<file path="config.mk">
export PLATFORM = sky130hd
export DESIGN_NAME = lottery_round_scheduler
export DESIGN_NICKNAME = d
export VERILOG_FILES = /design/src/rtl/lottery_round_scheduler.sv
export SDC_FILE = /design/constraint.sdc
export NUM_CORES = 1
export LEC_CHECK = 0
export CAP_MARGIN = 20
export CORE_ASPECT_RATIO = 0.5
export CORE_MARGIN = 2
export CORE_UTILIZATION = 42
export CTS_BUF_LIST = sky130_fd_sc_hd__clkbuf_8
export DETAILED_ROUTE_END_ITERATION = 7
export GPL_ROUTABILITY_DRIVEN = 0
export HOLD_SLACK_MARGIN = 0.12
export PLACE_DENSITY_LB_ADDON = 0.25
export SETUP_SLACK_MARGIN = 0.5
export SLEW_MARGIN = 20
export SYNTH_ARGS = -nofsm -noshare
export SYNTH_HDL_FRONTEND = slang
export SYNTH_SLANG_ARGS = --single-unit
</file>
<file path="constraint.sdc">
create_clock -name clk -period 2.4 [get_ports clk]
set_clock_uncertainty 0.2 [all_clocks]
set_input_delay 0.36 -clock clk [delete_from_list [all_inputs] [get_ports clk]]
set_output_delay 0.36 -clock clk [all_outputs]
set_load 0.02 [all_outputs]
</file>
<file path="src/rtl/lottery_round_scheduler.sv">
// ----------------------------------------------------------------------------
// lottery_round_scheduler
//
// Shares a single lottery game engine between NUM_PLAYERS consoles. Each
// console presents a full ticket of DIGITS BCD digits and raises req. A
// round-robin arbiter picks one requester, latches its ticket, and plays it
// on the engine:
//   clear pulse -> DIGITS insert pulses -> finish pulse -> wait -> result.
// The engine result (or a rejection for a non-BCD digit) is returned to the
// granted console with a one-cycle done strobe.
//
// Ports
//   clk          rising-edge clock
//   reset        synchronous, active-high reset; aborts a round in flight
//   req          per-console request (level)
//   ticket       flattened tickets; console p owns slice p, digit k of a
//                slice sits at bits [4k+3:4k]
//   grant        one-hot owner of the current round, 0 when idle
//   busy         a round is in progress
//   done         one-cycle result strobe to the granted console
//   done_win     win flag, valid with done
//   done_premio  prize code, valid with done
//   done_err     ticket rejected (digit > 9), valid with done
//   eng_reset    engine clear strobe
//   eng_insert   engine digit strobe
//   eng_num      engine digit value (0 when eng_insert is low)
//   eng_finish   engine finish strobe
//   eng_win      engine win result
//   eng_premio   engine prize result
// All outputs come straight from flops.
// ----------------------------------------------------------------------------
module lottery_round_scheduler #(
    parameter int NUM_PLAYERS = 4,
    parameter int DIGITS      = 5,
    parameter int RESULT_WAIT = 2
) (
    input  logic                            clk,
    input  logic                            reset,
    input  logic [NUM_PLAYERS-1:0]          req,
    input  logic [NUM_PLAYERS*4*DIGITS-1:0] ticket,
    output logic [NUM_PLAYERS-1:0]          grant,
    output logic                            busy,
    output logic                            done,
    output logic                            done_win,
    output logic [1:0]                      done_premio,
    output logic                            done_err,
    output logic                            eng_reset,
    output logic                            eng_insert,
    output logic [3:0]                      eng_num,
    output logic                            eng_finish,
    input  logic                            eng_win,
    input  logic [1:0]                      eng_premio
);

    localparam int TW = 4 * DIGITS;
    localparam int PW = (NUM_PLAYERS > 1) ? $clog2(NUM_PLAYERS) : 1;
    localparam int KW = (DIGITS > 1) ? $clog2(DIGITS) : 1;
    localparam int WW = $clog2(RESULT_WAIT + 1);
    localparam logic [NUM_PLAYERS-1:0] GRANT_ONE = NUM_PLAYERS'(1);

    typedef enum logic [2:0] {
        IDLE,
        CLR,
        SEND,
        FIN,
        WAIT,
        REPORT
    } state_t;

    state_t                   state_q, state_d;
    logic [PW-1:0]            rr_ptr_q, rr_ptr_d;
    logic [PW-1:0]            sel_q, sel_d;
    logic [TW-1:0]            ticket_buf_q, ticket_buf_d;
    logic [KW-1:0]            k_q, k_d;
    logic [WW-1:0]            wait_q, wait_d;
    logic [NUM_PLAYERS-1:0]   grant_q, grant_d;
    logic                     busy_q, busy_d;
    logic                     done_q, done_d;
    logic                     done_win_q, done_win_d;
    logic [1:0]               done_premio_q, done_premio_d;
    logic                     done_err_q, done_err_d;
    logic                     eng_reset_q, eng_reset_d;
    logic                     eng_insert_q, eng_insert_d;
    logic [3:0]               eng_num_q, eng_num_d;
    logic                     eng_finish_q, eng_finish_d;

    // Per-console ticket slices and per-digit views of the latched ticket.
    logic [TW-1:0]  ticket_slice [NUM_PLAYERS];
    logic [3:0]     buf_digit    [DIGITS];
    logic [DIGITS-1:0] digit_bad;
    logic [TW-1:0]  sel_ticket;
    logic           ticket_bad;

    genvar gi;
    generate
        for (gi = 0; gi < NUM_PLAYERS; gi++) begin : g_slice
            assign ticket_slice[gi] = ticket[gi*TW +: TW];
        end
        for (gi = 0; gi < DIGITS; gi++) begin : g_digit
            assign buf_digit[gi] = ticket_buf_q[4*gi +: 4];
            assign digit_bad[gi] = (sel_ticket[4*gi +: 4] > 4'd9);
        end
    endgenerate

    // Round-robin search: first asserted req at or above rr_ptr, wrapping.
    logic [PW-1:0] pick;
    logic          pick_found;
    logic [PW:0]   cand;

    always_comb begin : rr_pick
        pick       = '0;
        pick_found = 1'b0;
        cand       = '0;
        for (int i = 0; i < NUM_PLAYERS; i++) begin
            cand = {1'b0, rr_ptr_q} + (PW+1)'(i);
            if (cand >= (PW+1)'(NUM_PLAYERS)) begin
                cand = cand - (PW+1)'(NUM_PLAYERS);
            end
            if (!pick_found && req[cand[PW-1:0]]) begin
                pick       = cand[PW-1:0];
                pick_found = 1'b1;
            end
        end
    end

    assign sel_ticket = ticket_slice[pick];
    assign ticket_bad = |digit_bad;

    logic [KW-1:0] k_inc;
    assign k_inc = k_q + KW'(1);

    always_comb begin : next_state
        state_d       = state_q;
        rr_ptr_d      = rr_ptr_q;
        sel_d         = sel_q;
        ticket_buf_d  = ticket_buf_q;
        k_d           = k_q;
        wait_d        = wait_q;
        grant_d       = grant_q;
        done_d        = 1'b0;
        done_win_d    = 1'b0;
        done_premio_d = 2'b00;
        done_err_d    = 1'b0;
        eng_reset_d   = 1'b0;
        eng_insert_d  = 1'b0;
        eng_num_d     = 4'd0;
        eng_finish_d  = 1'b0;

        // Outputs are computed one cycle ahead so that each strobe lines up
        // with the state it belongs to once registered.
        case (state_q)
            IDLE: begin
                if (pick_found) begin
                    sel_d        = pick;
                    ticket_buf_d = sel_ticket;
                    grant_d      = GRANT_ONE << pick;
                    if (ticket_bad) begin
                        // Rejected tickets never touch the engine.
                        state_d    = REPORT;
                        done_d     = 1'b1;
                        done_err_d = 1'b1;
                    end else begin
                        state_d     = CLR;
                        eng_reset_d = 1'b1;
                    end
                end
            end
            CLR: begin
                state_d      = SEND;
                k_d          = '0;
                eng_insert_d = 1'b1;
                eng_num_d    = buf_digit[0];
            end
            SEND: begin
                // k_q is the digit currently on eng_num.
                if (k_q == KW'(DIGITS - 1)) begin
                    state_d      = FIN;
                    eng_finish_d = 1'b1;
                end else begin
                    k_d          = k_inc;
                    eng_insert_d = 1'b1;
                    eng_num_d    = buf_digit[k_inc];
                end
            end
            FIN: begin
                state_d = WAIT;
                wait_d  = WW'(RESULT_WAIT);
            end
            WAIT: begin
                wait_d = wait_q - WW'(1);
                if (wait_q == WW'(1)) begin
                    state_d       = REPORT;
                    done_d        = 1'b1;
                    done_win_d    = eng_win;
                    done_premio_d = eng_premio;
                end
            end
            REPORT: begin
                state_d  = IDLE;
                grant_d  = '0;
                rr_ptr_d = (sel_q == PW'(NUM_PLAYERS - 1)) ? '0 : sel_q + PW'(1);
            end
            default: begin
                state_d = IDLE;
                grant_d = '0;
            end
        endcase

        busy_d = (state_d != IDLE);
    end

    always_ff @(posedge clk) begin
        if (reset) begin
            state_q       <= IDLE;
            rr_ptr_q      <= '0;
            sel_q         <= '0;
            ticket_buf_q  <= '0;
            k_q           <= '0;
            wait_q        <= '0;
            grant_q       <= '0;
            busy_q        <= 1'b0;
            done_q        <= 1'b0;
            done_win_q    <= 1'b0;
            done_premio_q <= 2'b00;
            done_err_q    <= 1'b0;
            eng_reset_q   <= 1'b0;
            eng_insert_q  <= 1'b0;
            eng_num_q     <= 4'd0;
            eng_finish_q  <= 1'b0;
        end else begin
            state_q       <= state_d;
            rr_ptr_q      <= rr_ptr_d;
            sel_q         <= sel_d;
            ticket_buf_q  <= ticket_buf_d;
            k_q           <= k_d;
            wait_q        <= wait_d;
            grant_q       <= grant_d;
            busy_q        <= busy_d;
            done_q        <= done_d;
            done_win_q    <= done_win_d;
            done_premio_q <= done_premio_d;
            done_err_q    <= done_err_d;
            eng_reset_q   <= eng_reset_d;
            eng_insert_q  <= eng_insert_d;
            eng_num_q     <= eng_num_d;
            eng_finish_q  <= eng_finish_d;
        end
    end

    assign grant       = grant_q;
    assign busy        = busy_q;
    assign done        = done_q;
    assign done_win    = done_win_q;
    assign done_premio = done_premio_q;
    assign done_err    = done_err_q;
    assign eng_reset   = eng_reset_q;
    assign eng_insert  = eng_insert_q;
    assign eng_num     = eng_num_q;
    assign eng_finish  = eng_finish_q;

endmodule

</file>
==> flow_metrics.env, run 1 <==
export IMPL_critical_path_max_stage_delay_ps=530
export IMPL_timing_max_cap_violations=0
export IMPL_layout_common_cells="clkdlybuf4s50_1, nand2_1, dfxtp_1"
export IMPL_critPathTopFamily="compound AO/OA/AOI/OAI gates"
export IMPL_post_route_drc_count=0
export IMPL_dieArea_um2=7558
export IMPL_syn_area_um2=2873
export IMPL_detailedPlace_worstSlack_ps=-639.7
export IMPL_hold_violations=0
export IMPL_dr_pass1_iters=4
export IMPL_port_buffers=105
export IMPL_wl_per_cell_um=14.33
export IMPL_rsz0062_at_grt="yes"
export IMPL_ys_seq_area_share_pct=34.15
export IMPL_grt_ovfl_total=0
export IMPL_drv_slew=0
export IMPL_grt_pass1_wl_um=13670
export IMPL_h_tree_depth=2
export IMPL_leakage_nw=1.861
export IMPL_synth_cells=372
export IMPL_cp_start_kind="register"
export IMPL_setup_viol=3
export IMPL_ys_seq_elements=49
export IMPL_crit_path_top_delay_cell="mux4_2"
export IMPL_ys_types=44
export IMPL_vias=3130
export IMPL_antenna_found_initial=0
export IMPL_p_per_area_nw_per_um2=801.6
export IMPL_synth_edff_count=0
export IMPL_status="finished, violations left"
export IMPL_clk_path_buf_depth=2
export IMPL_crit_arrival_ps=2450
export IMPL_synthesis_nets=465
export IMPL_path_buf_inv=0
export IMPL_antenna_cells=0
export IMPL_fmax_ghz=0.4105
export IMPL_tns_ps=-55.48
export IMPL_setup_slack_ps=-35.94
export IMPL_grt_max_degree=31
export IMPL_cts_sinks=49
export IMPL_clkLatencyLatePin_ps=310
export IMPL_syn_avg_cell_area_um2=7.722
export IMPL_slew_headroom_pct=70.55
export IMPL_core_um2=6648
export IMPL_cts_tree="yes"
export IMPL_period_needed_ps=2436
export IMPL_ys_async_sr_fraction_pct=0
export IMPL_syn2layout_area_growth_pct=61.50
export IMPL_violations="setup timing"
export IMPL_cts_made_buffers=5
export IMPL_required_ps=2410
export IMPL_critPathMaxFanout=8
export IMPL_start_util_pct=43.21
export IMPL_worstHoldPathType="reg2reg"
export IMPL_dr_first_iter_drc_count=208
export IMPL_vias_per_cell=5.199
export IMPL_cp_cell_sequence="mux2i_2, o22a_2, nand2_4, mux4_2, a221o_1, o2111a_2, and3_1"
export IMPL_die_w_um=121.0
export IMPL_totalWireLength_um=8625
export IMPL_die_h_um=62.48
export IMPL_grt_pass1_vias=2975
export IMPL_cts_root_buf="clkbuf_8"
export IMPL_period_share_pct=101.5
export IMPL_ir_drop_mv=0.3811
export IMPL_io_pins=106
export IMPL_grt_total_usage_pct=22.72
export IMPL_post_layout_nonfiller_instances=602
export IMPL_rows=21
export IMPL_dp_cells=581
export IMPL_dpl_hpwl_um=6413
export IMPL_synth_warnings=0
export IMPL_critPathCaptureType="register"
export IMPL_tightest_slew_ps=438.6
export IMPL_crit_type="reg2reg"
export IMPL_ys_flop_type="dfxtp_1"
export IMPL_drive_above_1_share_pct=21.76
export IMPL_fin_util_pct=69.79
export IMPL_nets=602
export IMPL_final_common_cell="clkdlybuf4s50_1"
export IMPL_drt_antenna_violating_nets=0
export IMPL_clkTransAtPathRegs_ps=90
## sequential cells by signal, summed over array words and instances (netlist names)
register / flops
busy: 1
done: 1
done_err: 1
done_premio: 2
done_win: 1
eng_finish: 1
eng_insert: 1
eng_num: 4
eng_reset: 1
grant: 4
k_q: 3
rr_ptr_q: 2
sel_q: 2
state_q: 3
ticket_buf_q: 20
wait_q: 2
## repair_timing
action,in CTS,in global routing
pin swaps,14,11
gates resized for setup,34,30
setup endpoints to repair,35,35
gates cloned,1,1
setup buffers,10,1
hold buffers,0,0
## area by class of cell
cell class | instances | area, um^2
fill | 535 | 2008
multi-input combinational | 276 | 1863
inverter | 25 | 96.34
sequential | 49 | 993.5
clock inverter | 3 | 17.52
tap | 92 | 115.1
clock buffer | 5 | 68.82
timing repair buffer | 152 | 1485
## metal layers
layer	part of all wire [%]	GRT usage [%]	up-vias	wire, um
met1	44	30.01	1446	3795
li1	-	-	1564	-
met4	1.6	7.267	0	139
met2	46	37.08	107	3957
met5	0	0	-	0
met3	8.5	5.018	13	733
## where the power goes
group | switching (W) | leakage, nW | total, W | internal (W)
Combinational | 0.000992 | 1.41 | 0.00203 | 0.00104
Sequential | 0.000161 | 0.404 | 0.00120 | 0.00104
Clock | 0.000283 | 0.0439 | 0.000484 | 0.000202
## final timing paths
| check | from | end | slack, ps | cells past startpoint |
|---|---|---|---|---|
| hold / removal | ticket_buf_q[11] | ticket_buf_q[11] | 250 | 2 |
| setup / recovery | rr_ptr_q[1] | eng_reset | -40 | 7 |
| setup reg to reg | rr_ptr_q[1] | eng_reset | -40 | 7 |
| hold reg to reg | ticket_buf_q[11] | ticket_buf_q[11] | 250 | 2 |
## synthesized netlist by cell type, types with 2 or more instances
master / number / area, um^2
nor3_1: 2 / 10.01
inv_1: 25 / 93.84
ha_1: 4 / 50.05
nand3_1: 39 / 195.2
a221o_1: 2 / 20.02
mux2i_1: 5 / 50.05
dfxtp_1: 49 / 980.9
and3_1: 3 / 18.77
nand2_1: 75 / 281.5
nor2b_1: 10 / 62.56
a32o_1: 6 / 60.06
nor3b_1: 2 / 15.01
mux4_2: 7 / 157.7
a211oi_1: 2 / 15.01
a211o_1: 2 / 17.52
o21ai_0: 16 / 80.08
nand3b_1: 2 / 15.01
or4_1: 2 / 15.01
nor4_1: 2 / 12.51
a21oi_1: 35 / 175.2
a311oi_1: 2 / 17.52
nor2_1: 29 / 108.9
clkbuf_1: 20 / 75.07
nand2b_1: 6 / 37.54
xnor2_1: 2 / 17.52
mux4_1: 5 / 131.4
## per-stage QoR
stage | hold slack [ps] | instance area (um^2) | total power [W]
6_report | 253.3 | 4639 | 0.003719
5_1_grt | 284.4 | 4639 | 0.003965
4_1_cts | 258.5 | 4524 | 0.003552
3_5_place_dp | 245.5 | 4239 | 0.002941
3_3_place_gp | 240.5 | 4239 | 0.002925
2_1_floorplan | 233.2 | 2904 | 0.002246
## worst reg2reg max path: cells and delay by family (launching register included)
kind	cells	cell delay [ps]
muxes	2	690
DFF	1	370
AOI/OAI and AO/OA	3	800
and+or+nand+nor	2	290
## kinds of logic (layout without fill, tap and decap cells)
| family | Yosys count | count (layout) | share of synthesized area, % |
|---|---|---|---|
| and+or+nand+nor | 177 | 177 | 28.27 |
| AOI/OAI and AO/OA | 74 | 74 | 16.33 |
| DFF | 49 | 49 | 34.15 |
| buffers and inverters | 47 | 185 | 6.402 |
| muxes | 18 | 18 | 12.20 |
| adders and majority gates | 4 | 4 | 1.742 |
| xor gates and xnor gates | 3 | 3 | 0.9148 |
Note: power is estimated with default switching activity, not from simulation.
==> inputs of run 2 (changes only) <==
Settings changed: CORE_MARGIN 2 to unset, SKIP_LAST_GASP set to 1.
==> run 2 against run 1 <==
Register-to-register slack worse by 90 ps; cell count up 0.83%; sequential share of layout area shrank 0.69 points; the flow still finishes with violations (setup timing); global-route usage is 2.2 points higher.
==> flow_metrics.env, run 2 (synthesized netlist as in run 1, its figures left out) <==
export IMPL_grt_total_usage_pct=24.95
export IMPL_grt_pass1_vias=3088
export IMPL_period_share_pct=105.2
export IMPL_post_route_drc_count=0
export IMPL_p_per_area_nw_per_um2=818.8
export IMPL_antenna_cells=0
export IMPL_worstHoldPathType="reg2reg"
export IMPL_r2r_cells=8
export IMPL_critPathTopFamily="compound AO/OA/AOI/OAI gates"
export IMPL_nets=611
export IMPL_status="finished, violations left"
export IMPL_largest_register_ffs=20
export IMPL_clk_path_buf_depth=2
export IMPL_final_common_cell="clkdlybuf4s50_1"
export IMPL_critical_path_max_stage_delay_ps=480
export IMPL_start_util_pct=45.38
export IMPL_fin_util_pct=75.73
export IMPL_die_h_um=60.48
export IMPL_fmax_ghz=0.3962
export IMPL_vias_per_cell=5.603
export IMPL_crit_arrival_ps=2580
export IMPL_layout_common_cells="clkdlybuf4s50_1, nand2_1, dfxtp_1"
export IMPL_cp_startpoint="rr_ptr_q[1]"
export IMPL_core_um2=6331
export IMPL_slew_headroom_pct=75.64
export IMPL_cp_depth=8
export IMPL_timing_hold_ws_ps=263.7
export IMPL_drt_antenna_violating_nets=0
export IMPL_syn2layout_area_growth_pct=66.90
export IMPL_port_buffers=105
export IMPL_final_area_um2=4795
export IMPL_grt_ovfl_total=0
export IMPL_dieArea_um2=7195
export IMPL_use_met1_pct=30.44
export IMPL_use_met2_pct=44.61
export IMPL_tightest_slew_ps=362.6
export IMPL_detailedPlace_worstSlack_ps=-609.4
export IMPL_cts_root_buf="clkbuf_8"
export IMPL_top_usage_layer="met2"
export IMPL_hold_violations=0
export IMPL_path_buf_inv=1
export IMPL_dr_first_iter_drc_count=244
export IMPL_antenna_found_initial=0
export IMPL_rows=20
export IMPL_rsz0062_at_grt="yes"
export IMPL_crit_path_top_delay_cell="or4_1"
export IMPL_cp_start_kind="register"
export IMPL_h_tree_depth=2
export IMPL_cts_sinks=49
export IMPL_totalWireLength_um=9752
export IMPL_die_w_um=119.0
export IMPL_leakage_nw=1.945
export IMPL_violations="setup timing"
export IMPL_cts_made_buffers=5
export IMPL_cp_cell_sequence="mux2i_1, buf_4, o22ai_4, or4_1, a32o_1, a22oi_2, o2111a_2, and3_1"
export IMPL_timing_max_cap_violations=0
export IMPL_top_register="ticket_buf_q"
export IMPL_dpl_hpwl_um=6665
export IMPL_fillers=426
export IMPL_r2r_end="eng_reset"
export IMPL_setup_viol=4
export IMPL_drive_above_1_share_pct=25.43
export IMPL_period_needed_ps=2524
export IMPL_io_pins=106
export IMPL_reg2reg_from="rr_ptr_q[1]"
export IMPL_crit_end="eng_reset"
export IMPL_grt_max_degree=31
export IMPL_critPathMaxFanout=7
export IMPL_wl_per_cell_um=16.07
export IMPL_grt_util_met3_pct=6.203
export IMPL_ir_drop_mv=0.4057
export IMPL_vias=3401
export IMPL_required_ps=2450
export IMPL_clkTransAtPathRegs_ps=90
export IMPL_critPathCaptureType="register"
export IMPL_rrSetupSlack_ps=-120
export IMPL_crit_type="reg2reg"
export IMPL_cts_hold_buf=0
export IMPL_drv_slew=0
export IMPL_clkLatencyLatePin_ps=310
export IMPL_finalPower_w=0.003926
export IMPL_dr_pass1_iters=5
export IMPL_grt_pass1_wl_um=14030
export IMPL_setup_slack_ps=-123.7
export IMPL_place_area_um2=4294
export IMPL_cts_tree="yes"
-- run 2: area by class of cell --
class | count | area [um^2] | share of cell area [%]
clock buffer | 6 | 82.58 | 1.722
clock inverter | 2 | 37.54 | 0.7829
inverter | 25 | 96.34 | 2.009
multi-input combinational | 277 | 1949 | 40.66
sequential | 49 | 993.5 | 20.72
tap | 88 | 110.1 | 2.296
timing repair buffer | 160 | 1525 | 31.81
-- run 2: timing repair --
item	in CTS	in global routing
gates resized for setup	35	51
pin swaps	9	16
endpoints found under the setup margin	35	33
endpoints found under the hold margin	0	0
buffers inserted	6	6
cloned	2	0
-- run 2: per-layer routing --
metal	part of all wire, %	wire length (um)
met1	41	3975
met2	48	4695
met4	2.6	250
met5	0	0
met3	8.5	831
-- run 2: where the power goes --
part | switching (W) | total, W | leakage, nW | internal [W]
sequential | 0.000154 | 0.00120 | 0.404 | 0.00104
clock | 0.000284 | 0.000623 | 0.0574 | 0.000339
combinational | 0.00107 | 0.00211 | 1.48 | 0.00104
-- run 2: worst reg2reg max path: cells and delay by family, from the launching register on --
kind            cells  cell delay, ps
buf+inv             1             150
flops               1             390
compound gates      4             870
mux                 1             220
simple gates        2             640
-- run 2: worst min path at each step --
stage                     slack [ps]        startpoint          endpoint  cells after the start
after floorplan                  230  ticket_buf_q[11]  ticket_buf_q[11]                      2
after detailed placement         250  ticket_buf_q[12]  ticket_buf_q[12]                      2
after CTS                        260   ticket_buf_q[8]   ticket_buf_q[8]                      2
final                            260  ticket_buf_q[12]  ticket_buf_q[12]                      2
after global routing             290  ticket_buf_q[18]  ticket_buf_q[18]                      2
after global placement           240  ticket_buf_q[11]  ticket_buf_q[11]                      2
-- run 2: through the flow --
step	instances	setup TNS (ps)
3_5_place_dp	585	-5791
5_1_grt	607	-738.7
2_1_floorplan	372	0
6_report	607	-431.9
4_1_cts	601	-150.8
3_3_place_gp	585	-5510
